## src/rtl/button_pkg.sv

```systemverilog
// Shared types and constants for the button event detector.
package button_pkg;

  typedef enum logic [1:0] {
    IDLE    = 2'd0,
    PRESSED = 2'd1,
    LONG    = 2'd2
  } state_t;

  localparam int MS_PER_SEC = 1000;

  function automatic int max_int(input int a, input int b);
    return (a > b) ? a : b;
  endfunction

endpackage

```

## src/rtl/ms_tick.sv

```systemverilog
// Free-running 1 ms tick divider with synchronous clear.
module ms_tick
  import button_pkg::*;
#(
  parameter int clk_freq = 100_000_000
) (
  input  logic clk,
  input  logic reset_n,
  input  logic clr,
  output logic tick
);

  localparam int DIV = clk_freq / MS_PER_SEC;
  localparam int W   = $clog2(DIV) + 1;
  localparam logic [W-1:0] TERM = W'(DIV - 1);

  logic [W-1:0] cnt_r;

  assign tick = (cnt_r == TERM);

  // divider counter: wraps at terminal count, restarts on clr
  always_ff @(posedge clk or negedge reset_n) begin
    if (!reset_n) begin
      cnt_r <= {W{1'b0}};
    end else if (clr) begin
      cnt_r <= {W{1'b0}};
    end else if (tick) begin
      cnt_r <= {W{1'b0}};
    end else begin
      cnt_r <= cnt_r + W'(1);
    end
  end

endmodule

```

## src/rtl/button_event.sv

```systemverilog
// Button event detector: press/release/long-press/auto-repeat pulses from a clean level.
// Auto-repeat is built only when BUTTON_EVENT_REPEAT_EN is defined.
module button_event
  import button_pkg::*;
#(
  parameter int clk_freq  = 100_000_000,
  parameter int long_ms   = 1000,
  parameter int repeat_ms = 200
) (
  input  logic clk,
  input  logic reset_n,
  input  logic level,
  output logic press,
  output logic release_pulse,
  output logic long_press,
  output logic repeat_pulse,
  output logic held
);

  localparam int CW = $clog2(max_int(long_ms, repeat_ms)) + 1;
  localparam logic [CW-1:0] LONG_CNT = CW'(long_ms);
`ifdef BUTTON_EVENT_REPEAT_EN
  localparam logic [CW-1:0] REP_CNT = CW'(repeat_ms);
`endif

  if (long_ms == 0 || repeat_ms == 0) begin : g_bad_param
    $error("button_event: long_ms and repeat_ms must be non-zero");
  end

  state_t          state_r, state_s;
  logic            prev_r;
  logic [CW-1:0]   cnt_r, cnt_s, cnt_inc_s;
  logic            rise_s, fall_s, tick_s, clr_s;
  logic            press_s, release_s, long_s, repeat_s;

  assign rise_s    = level & ~prev_r;
  assign fall_s    = ~level & prev_r;
  assign cnt_inc_s = cnt_r + CW'(1);

  ms_tick #(.clk_freq(clk_freq)) u_tick (
    .clk     (clk),
    .reset_n (reset_n),
    .clr     (clr_s),
    .tick    (tick_s)
  );

  // next-state, hold counter and event decode; release wins over long/repeat
  always_comb begin
    state_s   = state_r;
    cnt_s     = cnt_r;
    clr_s     = 1'b0;
    press_s   = 1'b0;
    release_s = 1'b0;
    long_s    = 1'b0;
    repeat_s  = 1'b0;
    case (state_r)
      IDLE: begin
        cnt_s = {CW{1'b0}};
        if (rise_s) begin
          press_s = 1'b1;
          clr_s   = 1'b1;
          state_s = PRESSED;
        end else begin
          state_s = IDLE;
        end
      end
      PRESSED: begin
        if (fall_s) begin
          release_s = 1'b1;
          cnt_s     = {CW{1'b0}};
          state_s   = IDLE;
        end else if (tick_s) begin
          if (cnt_inc_s == LONG_CNT) begin
            long_s  = 1'b1;
            cnt_s   = {CW{1'b0}};
            state_s = LONG;
          end else begin
            cnt_s = cnt_inc_s;
          end
        end else begin
          cnt_s = cnt_r;
        end
      end
      LONG: begin
        if (fall_s) begin
          release_s = 1'b1;
          cnt_s     = {CW{1'b0}};
          state_s   = IDLE;
`ifdef BUTTON_EVENT_REPEAT_EN
        end else if (tick_s) begin
          if (cnt_inc_s == REP_CNT) begin
            repeat_s = 1'b1;
            cnt_s    = {CW{1'b0}};
          end else begin
            cnt_s = cnt_inc_s;
          end
`endif
        end else begin
          cnt_s = cnt_r;
        end
      end
      default: begin
        state_s = IDLE;
        cnt_s   = {CW{1'b0}};
      end
    endcase
  end

  // state, edge history, counter and registered outputs
  always_ff @(posedge clk or negedge reset_n) begin
    if (!reset_n) begin
      state_r       <= IDLE;
      prev_r        <= 1'b0;
      cnt_r         <= {CW{1'b0}};
      press         <= 1'b0;
      release_pulse <= 1'b0;
      long_press    <= 1'b0;
      repeat_pulse  <= 1'b0;
      held          <= 1'b0;
    end else begin
      state_r       <= state_s;
      prev_r        <= level;
      cnt_r         <= cnt_s;
      press         <= press_s;
      release_pulse <= release_s;
      long_press    <= long_s;
      repeat_pulse  <= repeat_s;
      held          <= (state_s != IDLE);
    end
  end

endmodule

```

## config.mk

```make
export PLATFORM = sky130hd
export DESIGN_NAME = button_event
export DESIGN_NICKNAME = d
export VERILOG_FILES = /design/src/rtl/button_pkg.sv /design/src/rtl/ms_tick.sv /design/src/rtl/button_event.sv
export SDC_FILE = /design/constraint.sdc
export NUM_CORES = 1
export LEC_CHECK = 0
export CAP_MARGIN = 20
export CORE_MARGIN = 3
export CORE_UTILIZATION = 40
export CTS_CLUSTER_SIZE = 25
export DETAILED_ROUTE_END_ITERATION = 12
export GPL_TIMING_DRIVEN = 0
export RECOVER_POWER = 50
export SLEW_MARGIN = 10
export SYNTH_ARGS = -nofsm -noshare
export SYNTH_HDL_FRONTEND = slang
export SYNTH_SLANG_ARGS = --single-unit
```

## constraint.sdc

```tcl
create_clock -name clk -period 2 [get_ports clk]
set_input_delay 0.4 -clock clk [delete_from_list [all_inputs] [get_ports clk]]
set_output_delay 0.4 -clock clk [all_outputs]
set_load 0.03 [all_outputs]
```

==> results.json, run 1 <==
{
  "slowest_delay_ns": 0.60,
  "slew_violations": 0,
  "worstMarginPinSlew_ns": 0.837,
  "hold_buffers": 0,
  "antenna_found_initial": 0,
  "max-cap-violations": 0,
  "synth_edf_count": 0,
  "ant_nets": 0,
  "rr_startpoint": "u_tick.cnt_r[5]",
  "synth_cells": 197,
  "hold_path.class": "in -> async",
  "leakage_nw": 1.06,
  "via_per_inst": 5.18,
  "htree_levels": 2,
  "status": "finished, final reports clean",
  "vias": 1465,
  "clock_latency_ns": 0.28,
  "clk_path_buf_depth": 2,
  "final_nets": 239,
  "synth_cell_types": 42,
  "clock.fmax_mhz": 518,
  "io_pins": 8,
  "min_period_over_period": 0.966,
  "synth_top_cell_area_share": 0.482,
  "setup_ws_ns": 0.0685,
  "worstSetupStartpoint": "u_tick.cnt_r[5]",
  "cp_data_required_time_ns": 2.22,
  "worst-r2r-cell-count": 5,
  "path_depth": 5,
  "die_area_um2": 5530,
  "grt_pass1_vias": 1360,
  "clock_sinks": 36,
  "root_buffer": "clkbuf_8",
  "grt.busiest_layer": "met2",
  "finalHoldViolCount": 0,
  "dp_hpwl_mm": 2.47,
  "grt_use_total": 0.139,
  "fin_worst_skew_ns": 0.00657,
  "setup_violations": 0,
  "setup-tns-final_ns": 0,
  "dp.cells": 256,
  "drc": 0,
  "end_kind": "flip-flop",
  "cp_cell_sequence": "nor4b_4, nand3_2, or4_4, nor2_4, mux2_4",
  "rsz0062_at_grt": "true",
  "ys_seq_area_frac": 0.482,
  "synth_fp_nets": 206,
  "drt_iter0_drc": 95,
  "drive_gt1_frac": 0.251,
  "regToRegEndpoint": "cnt_r[0]",
  "wirelength_mm": 3.60,
  "crit_fanout": 7,
  "endpoint": "cnt_r[0]",
  "core-area_um2": 4440,
  "area_growth_pct": 26.3,
  "std_cell_rows": 24,
  "worstSetupPathType": "reg -> reg",
  "firstDrtPassIters": 4,
  "synthMostInstantiatedCell": "dfrtp_1",
  "relSlewSlack": 0.442,
  "yosysWarnings": 0,
  "place.gp.congestion": 0.796,
  "critPathSlowestCell": "or4_4",
  "synthFlopType": "dfrtp_1",
  "cts_tree": "built",
  "grt_max_degree": 25,
  "use_met3": 0.0324,
  "grt_pass1_wl_mm": 6.04,
  "avgSynthCellArea_um2": 9.49,
  "synth_top_area_cell": "dfrtp_1",
  "cts_inserted_buffers": 5,
  "die_h_um": 74.4,
  "gr-usage-met1": 0.187,
  "clk_pin_slew_ns": 0.07,
  "p_per_area_nw_per_um2": 619,
  "async_flop_share": 1.00,
  "crit_family": "simple AND/OR/NAND/NOR gates",
  "io_buffer_count": 6,
  "min_period_ns": 1.93,
  "routedWlPerCell_um": 12.7,
  "arrival_ns": 2.15,
  "fp.dieW_um": 74.4,
  "synth_area_um2": 1870,
  "start_util": 0.421,
  "crit_path_start_kind": "flip-flop",
  "use_met2": 0.216,
  "place_ws_ns": -0.216,
  "grt-ovfl-total": 0,
  "fin_cells": 283,
  "diodes": 0,
  "synth_area_leaders": "dfrtp_1 48%, xor2_1 5.2%, nand2_1 4.8%",
  "peakVddDrop_mv": 0.265,
  "synthTopCellsByCount": "36 x dfrtp_1, 24 x nand2_1, 24 x nor2_1",
  "synth-seq-cells": 36,
  "r2r_slack_ns": 0.07,
  "path_buf_inv": 0
}
-- through the flow --
step           utilization  area (um2)  total power [mW]  hold slack (ns)
2_1_floorplan            -        1870             0.907            0.104
3_5_place_dp         0.454        2020             0.964            0.335
5_1_grt              0.531        2360              1.55            0.235
3_3_place_gp         0.449        1990             0.957            0.485
6_report             0.531        2360              1.46            0.185
4_1_cts              0.492        2190              1.48           0.0146
-- cell usage in the layout (no fill, tap or decap), types with 3 or more instances in the layout --
cell,n
nand4_1,6
nor2b_1,3
nand3_1,10
clkdlybuf4s50_1,5
o21ai_1,5
dfrtp_1,32
nor3_1,4
a21oi_1,4
or3_1,4
inv_1,6
ha_2,3
and2_1,5
dfrtp_2,4
nor2_1,22
xnor2_1,5
nand2_1,24
buf_4,20
o21ai_0,5
ha_1,3
clkbuf_8,5
xor2_1,11
-- worst reg2reg max path: cells and delay by family (launching register included) --
kind             cells  cell delay, ns
and+or+nand+nor      4            1.24
DFF                  1            0.46
muxes                1            0.18
-- power by group --
part	internal, mW	total [mW]	leakage (nW)	switching, mW
clock	0.242	0.504	0.0479	0.262
combinational	0.0657	0.159	0.525	0.0935
sequential	0.768	0.799	0.485	0.0312
-- flip-flops by register name, summed over array words and instances, names as in the netlist --
signal,count
press,1
prev_r,1
long_press,1
release_pulse,1
u_tick.cnt_r,18
state_r,2
held,1
cnt_r,11
-- area by class of cell --
class	instances	area, um2
Fill cell	407	2080
Inverter	6	22.5
Multi-Input combinational cell	151	1020
Sequential cell	36	906
Clock buffer	5	68.8
Buffer	4	35.0
Tap cell	52	65.1
Clock inverter	3	18.8
Timing Repair Buffer	26	224
-- routing by layer --
metal	wire [um]	vias to the layer above
met5	0	-
met4	9	0
met3	101	2
met2	1690	25
met1	1800	687
li1	-	751
-- worst min path at each step --
| stage | cells past startpoint | to | from |
|---|---|---|---|
| finish | 1 | cnt_r[7] | reset_n |
| global route | 1 | cnt_r[7] | reset_n |
| CTS | 1 | cnt_r[7] | reset_n |
| detailed placement | 1 | cnt_r[3] | reset_n |
| global placement | 1 | u_tick.cnt_r[0] | u_tick.cnt_r[0] |
| floorplan | 0 | cnt_r[0] | reset_n |
-- cells by family after synthesis --
group                      Yosys count  share of synthesized area
AOI/OAI and AO/OA                   27                     0.0964
buffers and inverters               10                     0.0234
DFF                                 36                      0.482
xor gates and xnor gates            16                     0.0750
and+or+nand+nor                     99                      0.270
other                                1                    0.00201
adders and majority gates            6                     0.0402
muxes                                2                     0.0114
-- repair_timing --
action / CTS / global route
endpoints found under the setup margin: 24 / 25
gates resized for setup: 11 / 25
buffers inserted: 5 / 14
pin swaps: 5 / 9
Note: power is estimated with default switching activity, not from simulation.
==> inputs of run 2 (changes only) <==
--- a/config.mk
+++ b/config.mk
@@ -12,7 +12,7 @@
 export DETAILED_ROUTE_END_ITERATION = 12
 export GPL_TIMING_DRIVEN = 0
 export RECOVER_POWER = 50
-export SLEW_MARGIN = 10
+export SLEW_MARGIN = 20
 export SYNTH_ARGS = -nofsm -noshare
 export SYNTH_HDL_FRONTEND = slang
 export SYNTH_SLANG_ARGS = --single-unit
==> results of run 2 <==
Same layout as run 1: the final DEF is identical, and so are final timing and power.
==> inputs of run 3 (changes only) <==
--- a/config.mk
+++ b/config.mk
@@ -8,11 +8,10 @@
 export CAP_MARGIN = 20
 export CORE_MARGIN = 3
 export CORE_UTILIZATION = 40
-export CTS_CLUSTER_SIZE = 25
 export DETAILED_ROUTE_END_ITERATION = 12
+export GPL_ROUTABILITY_DRIVEN = 1
 export GPL_TIMING_DRIVEN = 0
 export RECOVER_POWER = 50
-export SLEW_MARGIN = 20
 export SYNTH_ARGS = -nofsm -noshare
 export SYNTH_HDL_FRONTEND = slang
 export SYNTH_SLANG_ARGS = --single-unit
==> run 3 against run 2 <==
Cell count is 2.5% lower. Combinational power is 4% lower. Worst setup slack better by 0.018 ns. Core utilization is 1.2 points lower. Sequential power hardly changed. Global-route usage is 0.14 points higher. Final area is 2.2% lower. Critical path depth is 1 higher. Via count is 1.8% lower. Total power hardly changed. Non-clock buffer count is 7 lower. First-iteration DRC count is 63% lower. Critical path type unchanged. Largest cell class unchanged.
==> results.json, run 3 (synthesis gave the netlist of run 1 again) <==
{
  "worstMarginPinSlew_ns": 0.870,
  "die_area_um2": 5530,
  "clock_sinks": 36,
  "antenna_found_initial": 0,
  "grt_use_total": 0.141,
  "arrival_ns": 2.14,
  "min_period_ns": 1.91,
  "die_h_um": 74.4,
  "routedWlPerCell_um": 13.2,
  "diodes": 0,
  "cp_cell_sequence": "ha_1, inv_2, nand2_1, or4_4, nor2_4, mux2_2",
  "cp_data_required_time_ns": 2.23,
  "nFillCells": 414,
  "min_period_over_period": 0.957,
  "finalHoldViolCount": 0,
  "crit_fanout": 7,
  "final_cell_mix": "31 x dfrtp_1, 24 x nand2_1, 23 x nor2_1, 14 x buf_4, 11 x xor2_1",
  "hold_path.class": "in -> async",
  "p_comb_frac": 0.105,
  "core-area_um2": 4440,
  "std_cell_rows": 24,
  "drive_gt1_frac": 0.241,
  "seqCellArea_um2": 907,
  "vias": 1438,
  "crit_family": "simple AND/OR/NAND/NOR gates",
  "setup-tns-final_ns": 0,
  "grt_pass1_wl_mm": 6.00,
  "setup_violations": 0,
  "grt_pass1_vias": 1319,
  "clock_latency_ns": 0.29,
  "worstSetupPathType": "reg -> reg",
  "crit_path_start_kind": "flip-flop",
  "fin_worst_skew_ns": 0.00372,
  "multi_input_area_um2": 1040,
  "clk_pin_slew_ns": 0.07,
  "drc": 0,
  "p_switching_uw": 391,
  "area_growth_pct": 23.5,
  "slew_violations": 0,
  "p_int_mw": 1.07,
  "relSlewSlack": 0.420,
  "status": "finished, final reports clean",
  "drt_iter0_drc": 35,
  "rsz0062_at_grt": "true",
  "path_buf_inv": 1,
  "hold_ws_ns": 0.211,
  "cts_inserted_buffers": 5,
  "via_per_inst": 5.21,
  "io_buffer_count": 6,
  "critPathSlowestCell": "or4_4",
  "peakVddDrop_mv": 0.237,
  "start_util": 0.421,
  "r2r_slack_ns": 0.09,
  "dp_hpwl_mm": 2.37,
  "htree_levels": 2,
  "netSwitchingFraction": 0.268,
  "largest-register": "u_tick.cnt_r",
  "grt-ovfl-total": 0,
  "max-cap-violations": 0,
  "clk_path_buf_depth": 2,
  "leakage_nw": 1.04,
  "reg_top3": "u_tick.cnt_r x18, cnt_r x11, state_r x2",
  "p_seq_frac": 0.547,
  "grt_max_degree": 37,
  "largest_reg_flops": 18,
  "firstDrtPassIters": 4,
  "root_buffer": "clkbuf_8",
  "fp.dieW_um": 74.4,
  "slowest_delay_ns": 0.58,
  "cts_tree": "built",
  "wirelength_mm": 3.64,
  "p_per_area_nw_per_um2": 633,
  "layout_commonest_cell": "dfrtp_1",
  "place.gp.congestion": 0.796,
  "io_pins": 8,
  "final_nets": 232,
  "end_kind": "flip-flop",
  "clock.fmax_mhz": 523,
  "pwr-share-clk": 0.348,
  "ant_nets": 0
}
==> run 3: area by class of cell <==
class	instances	share of cell area
clock buffers	5	0.0298
multi-input cells	151	0.450
well taps	52	0.0282
plain buffers	4	0.0152
inverters	6	0.00976
clock inverters	3	0.00813
repair buffers	19	0.0661
flip-flops and latches	36	0.393
==> run 3: worst paths after layout <==
check                                      from               to  cells after the start
worst min register to register  u_tick.cnt_r[0]  u_tick.cnt_r[0]                      1
max in group asynchronous               reset_n         cnt_r[6]                      1
worst max-delay path                 state_r[1]         cnt_r[0]                      6
worst min-delay path                    reset_n         cnt_r[4]                      1
worst max register to register       state_r[1]         cnt_r[0]                      6
min in group clk                u_tick.cnt_r[0]  u_tick.cnt_r[0]                      1
==> run 3: worst reg2reg max path, delay by kind of cell (launching register included) <==
kind                     cells  cell delay (ns)
multiplexers                 1             0.18
adder cells (fa/ha/maj)      1             0.27
flip-flops                   1             0.43
buffers and inverters        1             0.09
AND/OR/NAND/NOR              3             0.87
==> run 3: power by group through the flow <==
| stage | sequential [mW] | combinational [mW] | clock [mW] |
|---|---|---|---|
| 6_report | 0.800 | 0.153 | 0.509 |
| 5_1_grt | 0.805 | 0.178 | 0.559 |
| 4_1_cts | 0.800 | 0.146 | 0.522 |
| 3_5_place_dp | 0.815 | 0.144 | 0 |
| 3_3_place_gp | 0.814 | 0.143 | 0 |
| 2_1_floorplan | 0.814 | 0.0934 | 0 |
==> run 3: what timing repair did <==
| action | in CTS | in global routing |
|---|---|---|
| pin swaps | 2 | 13 |
| buffers inserted | 6 | 7 |
| endpoints found under the setup margin | 24 | 25 |
| gates resized for setup | 11 | 28 |
| hold buffers | 0 | 0 |
==> run 3: stage by stage <==
| stage | power, mW | setup WS [ns] | std cells | utilization | instance area [um2] |
|---|---|---|---|---|---|
| 2_1_floorplan | 0.907 | 0.0130 | 197 | - | 1870 |
| 3_3_place_gp | 0.957 | -0.310 | 255 | 0.449 | 1990 |
| 3_5_place_dp | 0.958 | -0.220 | 255 | 0.448 | 1990 |
| 4_1_cts | 1.47 | 0.00456 | 269 | 0.486 | 2160 |
| 5_1_grt | 1.54 | -0.0130 | 276 | 0.519 | 2310 |
| 6_report | 1.46 | 0.0866 | 276 | 0.519 | 2310 |
==> run 3: metal layers <==
metal	vias to the layer above	share of wire	wire, um	global-route usage
li1	734	-	-	-
met1	677	0.48	1750	0.185
met2	21	0.47	1710	0.220
met3	6	0.032	115	0.0405
met4	0	0.018	64	0.0534
met5	-	0	0	0
